## src/rtl/i2s_pkg.sv

```systemverilog
// i2s_pkg: shared FSM states, default widths and sample-pair type for the I2S receiver.
package i2s_pkg;
  localparam int I2S_DATA_WIDTH = 24;
  localparam int I2S_SLOT_WIDTH = 32;
  localparam int I2S_FRAME_BITS = 2 * I2S_SLOT_WIDTH;
  typedef enum logic [1:0] {SYNC, LEFT, RIGHT} state_e;
  typedef struct packed {
    logic [I2S_DATA_WIDTH-1:0] left;
    logic [I2S_DATA_WIDTH-1:0] right;
  } sample_pair_t;
endpackage

```

## src/rtl/i2s_sync_edge.sv

```systemverilog
// i2s_sync_edge: STAGES-deep synchroniser per bit, registered output plus a one-cycle rising-edge strobe.
module i2s_sync_edge #(
  parameter int STAGES = 2,
  parameter int W      = 1
) (
  input  logic         clk_i,
  input  logic         rst_ni,
  input  logic [W-1:0] d_i,
  output logic [W-1:0] q_o,
  output logic [W-1:0] rise_o
);
  logic [STAGES-1:0][W-1:0] sync_q, sync_d;
  logic [W-1:0] prev_q, prev_d;
  always_comb begin
    sync_d = {sync_q[STAGES-2:0], d_i};
    prev_d = sync_q[STAGES-1];
  end
  always_ff @(posedge clk_i or negedge rst_ni) begin
    if (!rst_ni) begin
      sync_q <= '0;
      prev_q <= '0;
    end else begin
      sync_q <= sync_d;
      prev_q <= prev_d;
    end
  end
  assign q_o    = sync_q[STAGES-1];
  assign rise_o = q_o & ~prev_q;
endmodule

```

## src/rtl/i2s_receiver.sv

```systemverilog
// i2s_receiver: oversampling I2S slave, deserialises MSB-first left/right samples with a pair-valid strobe.
// Optional framing check enabled by defining I2S_RX_FRAME_CHECK_EN.
module i2s_receiver
  import i2s_pkg::*;
#(
  parameter int DATA_WIDTH  = I2S_DATA_WIDTH,
  parameter int SLOT_WIDTH  = I2S_SLOT_WIDTH,
  parameter int SYNC_STAGES = 2
) (
  input  logic                  clk_i,
  input  logic                  rst_ni,
  input  logic                  enable_i,
  input  logic                  i2s_bclk_i,
  input  logic                  i2s_lrclk_i,
  input  logic                  i2s_data_i,
  output logic [DATA_WIDTH-1:0] left_o,
  output logic [DATA_WIDTH-1:0] right_o,
  output logic                  valid_o,
  output logic                  frame_err_o
);
  localparam int SW = $clog2(SLOT_WIDTH);
  localparam logic [SW-1:0] SLOT_MAX = SW'(SLOT_WIDTH - 1);
  localparam logic [SW-1:0] SLOT_DW  = SW'(DATA_WIDTH);
  logic strobe, lr_s, dat_s, unused_bclk;
  logic [1:0] unused_rise;
  i2s_sync_edge #(.STAGES(SYNC_STAGES), .W(1)) u_bclk (
    .clk_i(clk_i), .rst_ni(rst_ni), .d_i(i2s_bclk_i), .q_o(unused_bclk), .rise_o(strobe)
  );
  i2s_sync_edge #(.STAGES(SYNC_STAGES), .W(2)) u_lrdat (
    .clk_i(clk_i), .rst_ni(rst_ni), .d_i({i2s_lrclk_i, i2s_data_i}), .q_o({lr_s, dat_s}),
    .rise_o(unused_rise)
  );
  state_e state_q, state_d;
  logic [SW-1:0] slot_q, slot_d, slot_inc;
  logic [DATA_WIDTH-1:0] shift_q, shift_d, hold_q, hold_d, left_q, left_d, right_q, right_d;
  logic lr_prev_q, lr_prev_d, valid_q, valid_d, upd_q, upd_d, ws_edge;
  assign ws_edge = strobe & (lr_s != lr_prev_q);
  always_comb begin
    slot_inc  = (slot_q == SLOT_MAX) ? slot_q : slot_q + 1'b1;
    state_d   = state_q;
    slot_d    = slot_q;
    shift_d   = shift_q;
    hold_d    = hold_q;
    left_d    = left_q;
    right_d   = right_q;
    valid_d   = 1'b0;
    upd_d     = strobe;
    lr_prev_d = strobe ? lr_s : lr_prev_q;
    if (!enable_i) begin
      state_d = SYNC;
      slot_d  = '0;
      upd_d   = 1'b0;
    end else if (ws_edge) begin
      slot_d  = '0;
      hold_d  = (state_q == LEFT) ? shift_q : hold_q;
      state_d = (state_q == SYNC) ? (lr_s ? SYNC : LEFT) :
                (state_q == LEFT) ? ((slot_q >= SLOT_DW) ? RIGHT : SYNC) : LEFT;
    end else if (strobe) begin
      slot_d  = slot_inc;
      shift_d = (slot_inc <= SLOT_DW) ? {shift_q[DATA_WIDTH-2:0], dat_s} : shift_q;
    end
    // commit one cycle after the strobe that shifted in the right-channel LSB
    if (enable_i && upd_q && state_q == RIGHT && slot_q == SLOT_DW) begin
      left_d  = hold_q;
      right_d = shift_q;
      valid_d = 1'b1;
    end
  end
  always_ff @(posedge clk_i or negedge rst_ni) begin
    if (!rst_ni) begin
      state_q   <= SYNC;
      slot_q    <= '0;
      shift_q   <= '0;
      hold_q    <= '0;
      left_q    <= '0;
      right_q   <= '0;
      valid_q   <= 1'b0;
      upd_q     <= 1'b0;
      lr_prev_q <= 1'b0;
    end else begin
      state_q   <= state_d;
      slot_q    <= slot_d;
      shift_q   <= shift_d;
      hold_q    <= hold_d;
      left_q    <= left_d;
      right_q   <= right_d;
      valid_q   <= valid_d;
      upd_q     <= upd_d;
      lr_prev_q <= lr_prev_d;
    end
  end
  assign left_o  = left_q;
  assign right_o = right_q;
  assign valid_o = valid_q;
`ifdef I2S_RX_FRAME_CHECK_EN
  localparam logic [SW:0] CNT_FULL = (SW+1)'(SLOT_WIDTH);
  logic [SW:0] cnt_q, cnt_d;
  logic err_q, err_d;
  // counts every strobe of the half frame, including the slot-0 strobe itself
  always_comb begin
    cnt_d = cnt_q;
    err_d = 1'b0;
    if (!enable_i) begin
      cnt_d = '0;
    end else if (ws_edge) begin
      cnt_d = (SW+1)'(1);
      err_d = (state_q != SYNC) && (cnt_q != CNT_FULL);
    end else if (strobe) begin
      cnt_d = cnt_q + 1'b1;
    end
  end
  always_ff @(posedge clk_i or negedge rst_ni) begin
    if (!rst_ni) begin
      cnt_q <= '0;
      err_q <= 1'b0;
    end else begin
      cnt_q <= cnt_d;
      err_q <= err_d;
    end
  end
  assign frame_err_o = err_q;
`else
  assign frame_err_o = 1'b0;
`endif
endmodule

```

## config.mk

```make
export PLATFORM = sky130hd
export DESIGN_NAME = i2s_receiver
export DESIGN_NICKNAME = d
export VERILOG_FILES = /design/src/rtl/i2s_pkg.sv /design/src/rtl/i2s_sync_edge.sv /design/src/rtl/i2s_receiver.sv
export SDC_FILE = /design/constraint.sdc
export NUM_CORES = 1
export LEC_CHECK = 0
export CORE_MARGIN = 8
export CORE_UTILIZATION = 25
export CTS_CLUSTER_SIZE = 16
export DETAILED_ROUTE_END_ITERATION = 6
export SLEW_MARGIN = 20
export SYNTH_ARGS = -nofsm -noshare
export SYNTH_HDL_FRONTEND = slang
export SYNTH_SLANG_ARGS = --single-unit
```

## constraint.sdc

```tcl
create_clock -name clk_i -period 4.7 [get_ports clk_i]
set_clock_uncertainty 0.05 [all_clocks]
set_input_delay 0.94 -clock clk_i [delete_from_list [all_inputs] [get_ports clk_i]]
set_output_delay 0.94 -clock clk_i [all_outputs]
set_load 0.02 [all_outputs]
```

==> results by stage, run 1 <==
Clock tree:
- In this run the deepest clock path goes through 2 buffers.
- The number of clock buffers inserted by TritonCTS is 17.
- TritonCTS built the clock tree.
- The later-pin clock latency in the skew report is 410 ps.
- The tree is rooted in a sky130_fd_sc_hd__clkbuf_16.
- After clock tree synthesis, the setup repair step added 0 buffers.
- After clock tree synthesis, the clock-pin slew on the worst setup and hold paths is 60 ps.
- In this run the number of H-tree levels came out at 4.
- The number of hold buffers added after CTS was 0.
- The total number of clock tree sinks is 113.
- The number of gates resized after CTS was 0.

Route:
- The average routed wire per standard cell is 14.4 µm.
- The routed layout has 2479 vias.
- Once detail routing completed, the nets flagged for antenna violations numbered 0.
- After detailed routing, the number of remaining DRC violations is 0.
- Before antenna repair, the detailed router went through 4 iterations.
- The first-iteration detailed-routing DRC count is 97.
- After detailed routing, the number of vias per cell comes to 4.25.
- The routed design has 8410 µm of wire.

Timing:
- The transition time at the pin with the least slew margin is 956 ps.
- The worst setup margin is 1650 ps.
- Counting I/O delays and the setup requirement, the final critical path takes 3050 ps.
- The total count of hold-check failures in the final report is 0.
- Setup repair after global routing left no endpoint under its margin.
- The number of pins exceeding their max-slew limit in the final report came to 0.
- The final setup violation count is 0.
- Static timing analysis puts the maximum clock frequency at 328 MHz.
- In this run the tightest slew margin relative to its limit is 35.8%.
- The final total negative setup slack is 0 ps.
- The final worst-path cycle share is 65.0%.

Setup path:
- The worst endpoint required time is 4930 ps.
- Broken down by cell family, the worst path's largest delay share belongs to simple AND/OR/NAND/NOR gates.
- In this run the critical register-to-register path is captured at left_o[8]$_DFFE_PN0P_.
- Data arrives at the worst endpoint at 3290 ps.
- The setup path with the least slack is of type primary input to flop.
- The worst setup path is captured at a flop.
- The cell count of the worst reg-to-reg path is 6.
- The signal on the critical path passes through clkdlybuf4s50_1 > nand4b_1 > nor4_4 > buf_12 > mux2_2.
- The startpoint type of the worst setup path is a primary input.
- The buffers plus inverters on the worst setup path is 2.
- The peak per-stage delay on the critical path is 820 ps.
- The largest driver fanout on the critical path is 37.
- The worst-case register-to-register setup slack is 2090 ps.
- The cell with the largest stage delay on the worst path is sky130_fd_sc_hd__nor4_4.
- The launch point of the worst reg-to-reg path is slot_q[0]$_DFFE_PN0P_.

Floorplanning:
- The die width is 148 µm.
- The initial utilization of the core area, before any placement, comes to 25.4%.
- The die area is 0.0220 mm².
- The I/O pin total is 56.
- The core area is 0.0172 mm².
- From bottom edge to top edge, the die measures 148 µm.
- The floorplan row count is 48.

Run:
- The tool flagged a number of max-cap violations equal to 0.

Global route:
- The met3 capacity usage during global routing is 3.37%.
- After global routing the overflow that remains totals 0.
- The global-route track usage on met2 is 11.9%.
- The via count of the first global-routing pass is 2650.
- Entering global routing, the biggest net connects 49 pins.
- The first global-routing pass estimated 14200 µm of wire.
- The initial antenna violation count was 0.
- The global-route met1 utilization is 10.7%.
- The overall global routing resource usage is 8.32%.
- After global routing, the most crowded layer is met2.

Synthesis:
- The biggest area contributor in the post-synthesis netlist is sky130_fd_sc_hd__dfrtp_1.
- The number of nets produced by synthesis is 287.
- Dividing the synthesized area by the synthesized cell count gives 15.7 µm².
- Counting flops with a built-in enable in the synthesized netlist gives 0.
- By count the netlist is led by 113 x sky130_fd_sc_hd__dfrtp_1, 93 x sky130_fd_sc_hd__mux2_2, 11 x sky130_fd_sc_hd__nand2_1.
- The number of library cell types mapped by synthesis is 33.
- The prevailing post-synth register cell is sky130_fd_sc_hd__dfrtp_1.
- Yosys printed 0 warnings.
- Synthesis inferred 113 register bits.
- The number of cells produced by synthesis is 279.
- The async set or reset register ratio after synthesis is 100%.
- The cell area that synthesis handed to floorplanning was 0.00437 mm².
- After synthesis, the largest area contributor takes up 64.8% of total cell area.
- In the post-synthesis netlist, the biggest area contributors are sky130_fd_sc_hd__dfrtp_1 65%, sky130_fd_sc_hd__mux2_2 24%, sky130_fd_sc_hd__nand2_1 0.95%.
- The share of the Yosys chip area taken by registers is 64.8%.
- The dominant cell by count in the synthesized netlist is sky130_fd_sc_hd__dfrtp_1.

Layout:
- The final net count is 353.
- Cells with a size suffix above 1 make up 38.3% of the layout.
- Relative to the synthesized area, the layout overhead comes to 31.7%.
- The repair_antennas step left the layout with diodes totalling 0.
- The filler cells instantiated in the layout total 1707.
- The finished layout holds 583 standard cells, fillers aside.

Placed design:
- The wire-length estimate of the detail-placed layout is 5560 µm.
- Timing analysis after detailed placement gives a worst setup slack of 1220 ps.
- At the end of routability-driven placement, the weighted congestion stood at 0.698.
- Port buffering added 54 buffers.
- The number of placed instances, taps included is 551.

Worst hold path:
- The path with the worst hold slack has its endpoint at u_lrdat.q_o[1]$_DFF_PN0_.
- Along the worst hold path, the cell count comes to 0.
- The worst hold path startpoint is u_lrdat.sync_d[3]$_DFF_PN0_.
- In this run the worst hold path is classified as flop to flop.

Power and ir drop:
- The leakage dissipation is 2.67 nW.
- The design draws 2.37 mW.
- The maximum VDD drop is 0.260 mV.
- The power density over the cells is 412 mW/mm².

Run status:
- The run finished with clean final reports.
==> sequential cells by signal (all words and copies together) (netlist names) <==
signal          count
state_q             2
u_bclk.sync_d       1
hold_q             24
left_o             24
valid_o             1
upd_q               1
shift_q            24
lr_prev_q           1
right_o            24
u_bclk.prev_q       1
u_lrdat.sync_d      2
slot_q              5
u_bclk.q_o          1
u_lrdat.q_o         2
==> cells by family after synthesis <==
family	share of synthesized area, %
xor gates and xnor gates	0.373
buffers and inverters	2.35
muxes	24.8
adders and majority gates	0.573
and+or+nand+nor	4.47
AOI/OAI and AO/OA	2.64
other	0.0859
DFF	64.8
==> per-stage QoR <==
stage,instance area [µm²],utilization [%],hold slack [ps]
6_report,5750,33.5,304
5_1_grt,5750,33.5,316
4_1_cts,5750,33.5,307
3_5_place_dp,5170,30.1,293
3_3_place_gp,5170,30.1,283
2_1_floorplan,4370,-,281
==> power breakdown <==
| part | total, mW | internal, mW | switching [mW] |
|---|---|---|---|
| Sequential | 1.04 | 1.01 | 0.0288 |
| Combinational | 0.0786 | 0.0346 | 0.0440 |
| Clock | 1.26 | 0.784 | 0.471 |
| Total | 2.37 | 1.83 | 0.544 |
==> per-layer routing <==
metal	vias up	routed length (µm)
li1	1137	-
met5	-	0
met2	64	3800
met4	0	95
met3	12	511
met1	1266	4000
==> cell usage in the layout, fill, tap and decap left out, types with 2 or more instances in the layout <==
master / synthesis / final
sky130_fd_sc_hd__mux2_1: 3 / 3
sky130_fd_sc_hd__inv_6: 0 / 4
sky130_fd_sc_hd__dfrtp_1: 113 / 113
sky130_fd_sc_hd__o21ai_0: 4 / 4
sky130_fd_sc_hd__ha_1: 2 / 2
sky130_fd_sc_hd__clkdlybuf4s50_1: 0 / 53
sky130_fd_sc_hd__a31oi_1: 2 / 2
sky130_fd_sc_hd__clkinv_2: 0 / 2
sky130_fd_sc_hd__clkbuf_16: 0 / 17
sky130_fd_sc_hd__and3_1: 2 / 2
sky130_fd_sc_hd__buf_4: 2 / 5
sky130_fd_sc_hd__a21oi_1: 4 / 4
sky130_fd_sc_hd__nand2_1: 11 / 11
sky130_fd_sc_hd__bufinv_16: 0 / 2
sky130_fd_sc_hd__nor2_1: 4 / 4
sky130_fd_sc_hd__mux2_2: 93 / 93
sky130_fd_sc_hd__clkinvlp_4: 0 / 6
sky130_fd_sc_hd__nand3_1: 5 / 5
sky130_fd_sc_hd__nand2b_1: 3 / 3
sky130_fd_sc_hd__inv_1: 5 / 5
==> cell type report <==
class / count / area [µm²] / share of cell area [%]
clock inverters: 15 / 159 / 2.76
flip-flops and latches: 113 / 2830 / 49.2
repair buffers: 59 / 588 / 10.2
multi-input cells: 149 / 1450 / 25.2
well taps: 225 / 282 / 4.89
inverters: 5 / 18.8 / 0.326
clock buffers: 17 / 425 / 7.40
==> worst max path at each step <==
stage / from / endpoint / slack (ps) / cells past startpoint
after floorplan: enable_i / left_o[10]$_DFFE_PN0P_ / 2260 / 6
after global placement: enable_i / left_o[9]$_DFFE_PN0P_ / 1240 / 5
after detailed placement: enable_i / left_o[8]$_DFFE_PN0P_ / 1220 / 5
after CTS: enable_i / left_o[8]$_DFFE_PN0P_ / 1630 / 5
after global routing: enable_i / left_o[4]$_DFFE_PN0P_ / 1490 / 5
final: enable_i / left_o[8]$_DFFE_PN0P_ / 1650 / 5
Power figures use the tool's default switching activity.
==> run 2, diff against run 1 <==
- clock period: 4.7 -> 2.7 ns (I/O delays scaled with it)
==> results by stage, run 2 (synthesized netlist as in run 1, its figures left out) <==
Run:
- The max-cap violation count was 0 (unchanged).

Timing:
- The worst slew slack as a fraction of its limit is 51.5% (was 35.8%).
- The worst slack on hold paths was 152 ps (was 304 ps).
- The transition time at the pin with the least slew margin is 728 ps (was 956 ps).
- The final critical path time including I/O delays and setup is 2160 ps.
- The final total negative setup slack is 0 ps (unchanged).
- Setup repair after global routing missed its margin: no (unchanged).
- The final setup violation count is 0 (unchanged).
- The number of pins exceeding their max-slew limit in the final report is 0 (unchanged).
- Derived from the worst setup path, the maximum achievable clock frequency is 463 MHz.
- The total count of hold-check failures in the final report is 0 (unchanged).
- The final worst-path cycle share is 80.0%.

Global route:
- The largest net degree at the start of global routing is 56 (was 49).
- The total grt overflow is 0 (unchanged).
- The overall global routing resource usage is 8.57% (was 8.32%).
- The initial antenna violation count is 0 (unchanged).
- The first-pass GRT wire length came to 14500 µm (was 14200 µm).
- The via count of the first global-routing pass came to 2674 (was 2650).

Layout:
- The fraction of the core area covered by cells at the end of the flow is 34.3% (was 33.5%).
- The final net count is 356 (was 353).
- The combined flip-flop and latch cell area was 0.00283 mm² (unchanged).
- Most frequent cells in the layout: 113 x sky130_fd_sc_hd__dfrtp_1, 93 x sky130_fd_sc_hd__mux2_2, 53 x sky130_fd_sc_hd__clkdlybuf4s50_1 (unchanged).
- The antenna diode count was 0 (unchanged).
- The most common cell after layout, fill and taps aside is sky130_fd_sc_hd__dfrtp_1 (unchanged).
- The ratio of cells with drive above 1 in the final layout is 38.3% (about the same).
- The number of fill cells came to 1685 (was 1707).
- The area added between synthesis and finish is 34.9% (was 31.7%).
- The area of combinational cells with multiple inputs was 0.00145 mm² (unchanged).

Clock tree:
- The clock-pin slew on the worst setup and hold paths is 50 ps (was 60 ps).
- The number of cells upsized or downsized after cts came to 0 (unchanged).
- The total number of H-tree levels is 4 (unchanged).
- The later-pin clock latency in the skew report is 400 ps (was 410 ps).
- The buffer count from post-CTS setup fixing is 0 (unchanged).
- The TritonCTS clock tree is done (unchanged).
- The number of buffers on the longest clock path is 2 (unchanged).
- The number of clock buffers inserted by TritonCTS is 17 (unchanged).
- The root buffer cell is sky130_fd_sc_hd__clkbuf_16 (unchanged).
- The count of hold buffers inserted by post-cts repair is 0 (unchanged).
- The total number of clock tree sinks is 113 (unchanged).

Route:
- The number of detailed-route iterations in the first pass came to 4 (unchanged).
- The post-route antenna net violation count is 0 (unchanged).
- The first-iteration detailed-routing DRC count is 96 (was 97).
- The total wirelength of the detailed-routed design is 8570 µm (was 8410 µm).
- The average routed wire per standard cell is 14.6 µm (was 14.4 µm).
- The total via count after detailed routing came to 2448 (was 2479).
- The number of remaining DRC errors came to 0 (unchanged).
- The via count normalized by instance count is 4.18 (was 4.25).

Floorplanning:
- The die area is 0.0220 mm² (unchanged).
- The I/O pin total is 56 (unchanged).
- The core area is 0.0172 mm² (unchanged).
- The floorplan row count is 48 (unchanged).
- The overall die height came to 148 µm (unchanged).
- The starting utilization of the core area came to 25.4% (unchanged).
- The die width is 148 µm (unchanged).

Placed design:
- The post-DP HPWL is 5710 µm (was 5560 µm).
- The final estimated routing congestion in global placement is 0.712 (was 0.698).
- The count of port buffers added during placement was 54 (unchanged).

Setup path:
- The cell with the largest stage delay on the worst path is sky130_fd_sc_hd__dfrtp_1 (was sky130_fd_sc_hd__nor4_4).
- Cell breakdown of the critical path: inv_1 > ha_1 > nand4b_1 > nor4_4 > buf_4 > mux2_2 (was clkdlybuf4s50_1 > nand4b_1 > nor4_4 > buf_12 > mux2_2).
- The type of element capturing the critical path was a flop (unchanged).
- The peak per-stage delay on the critical path is 410 ps (was 820 ps).
- The buffers plus inverters on the worst setup path was 2 (unchanged).
- The top cell family by delay on the critical path is buffers and inverters (was simple AND/OR/NAND/NOR gates).
- The startpoint type of the worst setup path was a flop (was primary input).
- The data arrival time at the worst-slack endpoint is 2390 ps (was 3290 ps).
- The worst endpoint required time is 2930 ps (was 4930 ps).
- The largest driver fanout on the critical path is 23 (was 37).
- The type of the worst setup path was flop to flop (was primary input to flop).

Worst hold path:
- The path type of the worst min-delay path is primary input to asynchronous set/reset pin (was flop to flop).

Power and ir drop:
- The maximum VDD drop is 0.426 mV (was 0.260 mV).
- The power density over the cells was 762 mW/mm² (was 412 mW/mm²).
- The leakage dissipation came to 2.75 nW (was 2.67 nW).

Run status:
- Result of the run: finished, final reports clean (unchanged).
-- run 2: changes by cell type in the layout (fill, tap and decap cells not counted), sizes merged --
cell	previous run	this run
clkbuf	17	21
clkinvlp	6	2
buf	6	9
inv	9	5
bufinv	2	6
clkinv	3	2
-- run 2: where the power goes --
part	internal [mW]	leakage [nW]	total (mW)	switching, mW
Clock	1.79	0.325	2.54	0.746
Sequential	1.75	1.55	1.81	0.0505
Combinational	0.0649	0.874	0.142	0.0769
-- run 2: cell type report --
cell class / count / area share, %
clock inverter: 10 / 3.48
timing repair buffer: 62 / 10.8
tap: 225 / 4.78
clock buffer: 21 / 7.99
inverter: 5 / 0.319
sequential: 113 / 48.0
multi-input combinational: 149 / 24.6
-- run 2: final timing paths --
check                                       startpoint                  endpoint  slack [ps]  cells past startpoint
setup reg to reg                 slot_q[0]$_DFFE_PN0P_    right_o[9]$_DFFE_PN0P_         540                      6
setup / recovery                 slot_q[0]$_DFFE_PN0P_    right_o[9]$_DFFE_PN0P_         540                      6
hold reg to reg            u_lrdat.sync_d[3]$_DFF_PN0_  u_lrdat.q_o[1]$_DFF_PN0_         290                      0
max in group asynchronous                       rst_ni    left_o[17]$_DFFE_PN0P_        1740                      2
hold / removal                                  rst_ni         valid_o$_DFF_PN0_         150                      1
min in group clk_i         u_lrdat.sync_d[3]$_DFF_PN0_  u_lrdat.q_o[1]$_DFF_PN0_         290                      0
-- run 2: metal layers --
| metal | global-route usage, % | wire, µm | part of all wire [%] | vias to the layer above |
|---|---|---|---|---|
| li1 | - | - | - | 1126 |
| met1 | 10.6 | 3940 | 46 | 1263 |
| met2 | 12.3 | 4020 | 47 | 54 |
| met3 | 4.71 | 551 | 6.4 | 5 |
| met4 | 3.06 | 61 | 0.71 | 0 |
| met5 | 0 | 0 | 0 | - |
-- run 2: stage by stage --
| stage | power [mW] | worst slack [ps] | cells | area (µm²) |
|---|---|---|---|---|
| final | 4.49 | 539 | 585 | 5890 |
| after detailed placement | 1.98 | 212 | 554 | 5220 |
| after global routing | 4.67 | 410 | 585 | 5890 |
| after floorplan | 1.90 | 657 | 279 | 4370 |
| after global placement | 1.97 | 256 | 554 | 5220 |
| after CTS | 4.57 | 507 | 585 | 5890 |
==> run 3, diff against run 2 <==
- clock period: 2.7 -> 1.9 ns (I/O delays scaled with it)
==> results by stage, run 3 (synthesized netlist as in run 1, its figures left out) <==
Timing:
- The final setup violation count is 33 (was 0).
- The worst setup margin was -84.7 ps (was 539 ps).
- The final critical path time including I/O delays and setup came to 1980 ps (was 2160 ps).
- The worst slack on hold paths is 298 ps (was 152 ps).
- The maximum operating frequency is 504 MHz (was 463 MHz).
- Setup repair after global routing missed its margin: yes (was no).
- The total count of hold-check failures in the final report is 0 (unchanged).
- The final worst-path cycle share was 104% (was 80.0%).
- The number of pins exceeding their max-slew limit in the final report is 0 (unchanged).

Placed design:
- The post-DP HPWL is 5800 µm (was 5710 µm).
- The worst slack after detailed placement is -383 ps (was 212 ps).
- The number of placed instances, taps included is 563 (was 554).
- The count of port buffers added during placement was 54 (unchanged).
- The final estimated routing congestion in global placement is 0.774 (was 0.712).

Power and ir drop:
- The power density over the cells is 894 mW/mm² (was 762 mW/mm²).
- The leakage dissipation is 3.05 nW (was 2.75 nW).
- The net switching power is 1.35 mW (was 0.874 mW).
- The power share of the combinational group came to 5.3% (was 3.2%).
- The maximum VDD drop is 0.582 mV (was 0.426 mV).
- The internal power component is 4.44 mW (was 3.61 mW).
- The switching part of the total is 23.2% (was 19.5%).
- The sequential share of power was 44.5% (was 40.2%).
- The share of power burned in the clock network is 50.3% (was 56.6%).

Setup path:
- The worst endpoint required time is 2140 ps (was 2930 ps).
- The cell with the largest stage delay on the worst path is sky130_fd_sc_hd__dfrtp_1 (unchanged).
- Cell breakdown of the critical path: ha_2 > and2_4 > o221ai_2 > nand4_2 > o41ai_4 > buf_6 > clkbuf_16 > mux2_4 (was inv_1 > ha_1 > nand4b_1 > nor4_4 > buf_4 > mux2_2).
- The startpoint type of the worst setup path is a flop (unchanged).
- The type of the worst setup path is flop to flop (unchanged).
- The buffers plus inverters on the worst setup path is 2 (unchanged).
- The launch point of the worst reg-to-reg path is slot_q[0]$_DFFE_PN0P_ (unchanged).
- The data arrival time at the worst-slack endpoint is 2230 ps (was 2390 ps).
- The type of element capturing the critical path is a flop (unchanged).
- The launching element of the worst setup path was slot_q[0]$_DFFE_PN0P_ (unchanged).
- The largest driver fanout on the critical path was 6 (was 23).
- The top cell family by delay on the critical path is flip-flops (was buffers and inverters).
- The peak per-stage delay on the critical path was 410 ps (about the same).

Floorplanning:
- The floorplan row count is 48 (unchanged).
- The core area is 0.0172 mm² (unchanged).
- The starting utilization of the core area is 25.4% (unchanged).
- The I/O pin total is 56 (unchanged).
- The overall die height is 148 µm (unchanged).
- The die area is 0.0220 mm² (unchanged).
- The die width is 148 µm (unchanged).

Route:
- The number of remaining DRC errors came to 0 (unchanged).
- The number of detailed-route iterations in the first pass is 4 (unchanged).
- The total wirelength of the detailed-routed design is 10200 µm (was 8570 µm).
- The first-iteration detailed-routing DRC count is 81 (was 96).
- The average routed wire per standard cell came to 16.6 µm (was 14.6 µm).
- The total via count after detailed routing was 2637 (was 2448).
- The via count normalized by instance count is 4.29 (was 4.18).
- The post-route antenna net violation count came to 0 (unchanged).

Worst hold path:
- The path type of the worst min-delay path is primary input to asynchronous set/reset pin (unchanged).

Global route:
- The largest net degree at the start of global routing is 56 (unchanged).
- The first-pass GRT wire length is 16800 µm (was 14500 µm).
- The initial antenna violation count is 0 (unchanged).
- The via count of the first global-routing pass was 3027 (was 2674).
- The overall global routing resource usage is 9.94% (was 8.57%).
- The total grt overflow was 0 (unchanged).

Layout:
- The ratio of cells with drive above 1 in the final layout is 45.6% (was 38.3%).
- The area added between synthesis and finish is 48.3% (was 34.9%).
- The most common cell after layout, fill and taps aside is sky130_fd_sc_hd__dfrtp_1 (unchanged).
- The antenna diode count is 0 (unchanged).
- The final net count was 385 (was 356).
- Most frequent cells in the layout: 113 x sky130_fd_sc_hd__dfrtp_1, 72 x sky130_fd_sc_hd__mux2_4, 48 x sky130_fd_sc_hd__clkdlybuf4s50_1 (was 113 x sky130_fd_sc_hd__dfrtp_1, 93 x sky130_fd_sc_hd__mux2_2, 53 x sky130_fd_sc_hd__clkdlybuf4s50_1).
- The non-filler instance count after layout was 615 (was 585).

Clock tree:
- The total number of H-tree levels is 4 (unchanged).
- The clock-pin slew on the worst setup and hold paths is 50 ps (about the same).
- The later-pin clock latency in the skew report is 410 ps (was 400 ps).
- The number of clock buffers inserted by TritonCTS came to 17 (unchanged).
- The TritonCTS clock tree was done (unchanged).
- The root buffer cell was sky130_fd_sc_hd__clkbuf_16 (unchanged).
- The total number of clock tree sinks came to 113 (unchanged).
- The number of buffers on the longest clock path is 2 (unchanged).

Run status:
- The final reports fail on negative setup slack.
- Result of the run: complete, but fails checks (was finished, final reports clean).

Run:
- The max-cap violation count was 0 (unchanged).
-- run 3: cell types whose count changed in the layout (fill, tap and decap cells not counted), moves of 5 or more --
cell	before	now
sky130_fd_sc_hd__mux2_2	93	24
sky130_fd_sc_hd__dlymetal6s2s_1	0	5
sky130_fd_sc_hd__buf_4	6	17
sky130_fd_sc_hd__bufinv_16	6	1
sky130_fd_sc_hd__clkinv_2	2	7
sky130_fd_sc_hd__mux2_4	0	72
sky130_fd_sc_hd__buf_12	3	11
sky130_fd_sc_hd__clkdlybuf4s50_1	53	48
-- run 3: worst paths after layout --
check                                              end  slack [ps]  cells after the start
worst max register to register  shift_q[6]$_DFFE_PN0P_         -80                      8
max in group asynchronous       hold_q[18]$_DFFE_PN0P_         950                      3
worst min-delay path             left_o[2]$_DFFE_PN0P_         300                      2
worst max-delay path            shift_q[6]$_DFFE_PN0P_         -80                      8
min in group clk_i                u_bclk.q_o$_DFF_PN0_         300                      0
worst min register to register    u_bclk.q_o$_DFF_PN0_         300                      0
-- run 3: cell type report --
class                   instances  area [µm²]
clock inverters                15         121
repair buffers                 91        1050
multi-input cells             149        1750
clock buffers                  17         425
well taps                     225         282
flip-flops and latches        113        2830
fillers                      1615       10700
inverters                       5        18.8
-- run 3: power by group through the flow --
stage	clock network (mW)	logic, mW	registers (mW)
floorplan	0	0.124	2.58
global placement	0	0.218	2.60
detailed placement	0	0.225	2.61
CTS	3.00	0.275	2.57
global route	3.11	0.338	2.59
finish	2.91	0.305	2.57
-- run 3: per-layer routing --
metal  share of wire [%]  track usage [%]
met5                   0                0
met4                 1.5             4.28
met3                 6.0             4.19
met2                  46             14.6
met1                  46             12.5
-- run 3: worst reg2reg max path, stage by stage, from the launching register on --
cell and delay, ps:
sky130_fd_sc_hd__dfrtp_1 410, sky130_fd_sc_hd__ha_2 220, sky130_fd_sc_hd__and2_4 170, sky130_fd_sc_hd__o221ai_2 130, sky130_fd_sc_hd__nand4_2 150, sky130_fd_sc_hd__o41ai_4 90, sky130_fd_sc_hd__buf_6 190, sky130_fd_sc_hd__clkbuf_16 160
sky130_fd_sc_hd__mux2_4 300
-- run 3: what timing repair did --
item	in CTS	in global routing
resized for setup	74	30
hold buffers	1	0
endpoints found under the hold margin	9	0
gates cloned	7	1
setup buffers	14	3
endpoints found under the setup margin	71	91
pin swaps	4	5
-- run 3: per-stage QoR --
| step | cell area [µm²] | TNS [ps] | total power [mW] | util (%) |
|---|---|---|---|---|
| 2_1_floorplan | 4370 | -2060 | 2.70 | - |
| 3_3_place_gp | 5330 | -31860 | 2.82 | 31.0 |
| 3_5_place_dp | 5330 | -34180 | 2.83 | 31.0 |
| 5_1_grt | 6470 | -8470 | 6.04 | 37.7 |
| 6_report | 6470 | -2170 | 5.79 | 37.7 |
| 4_1_cts | 6470 | -6880 | 5.84 | 37.7 |
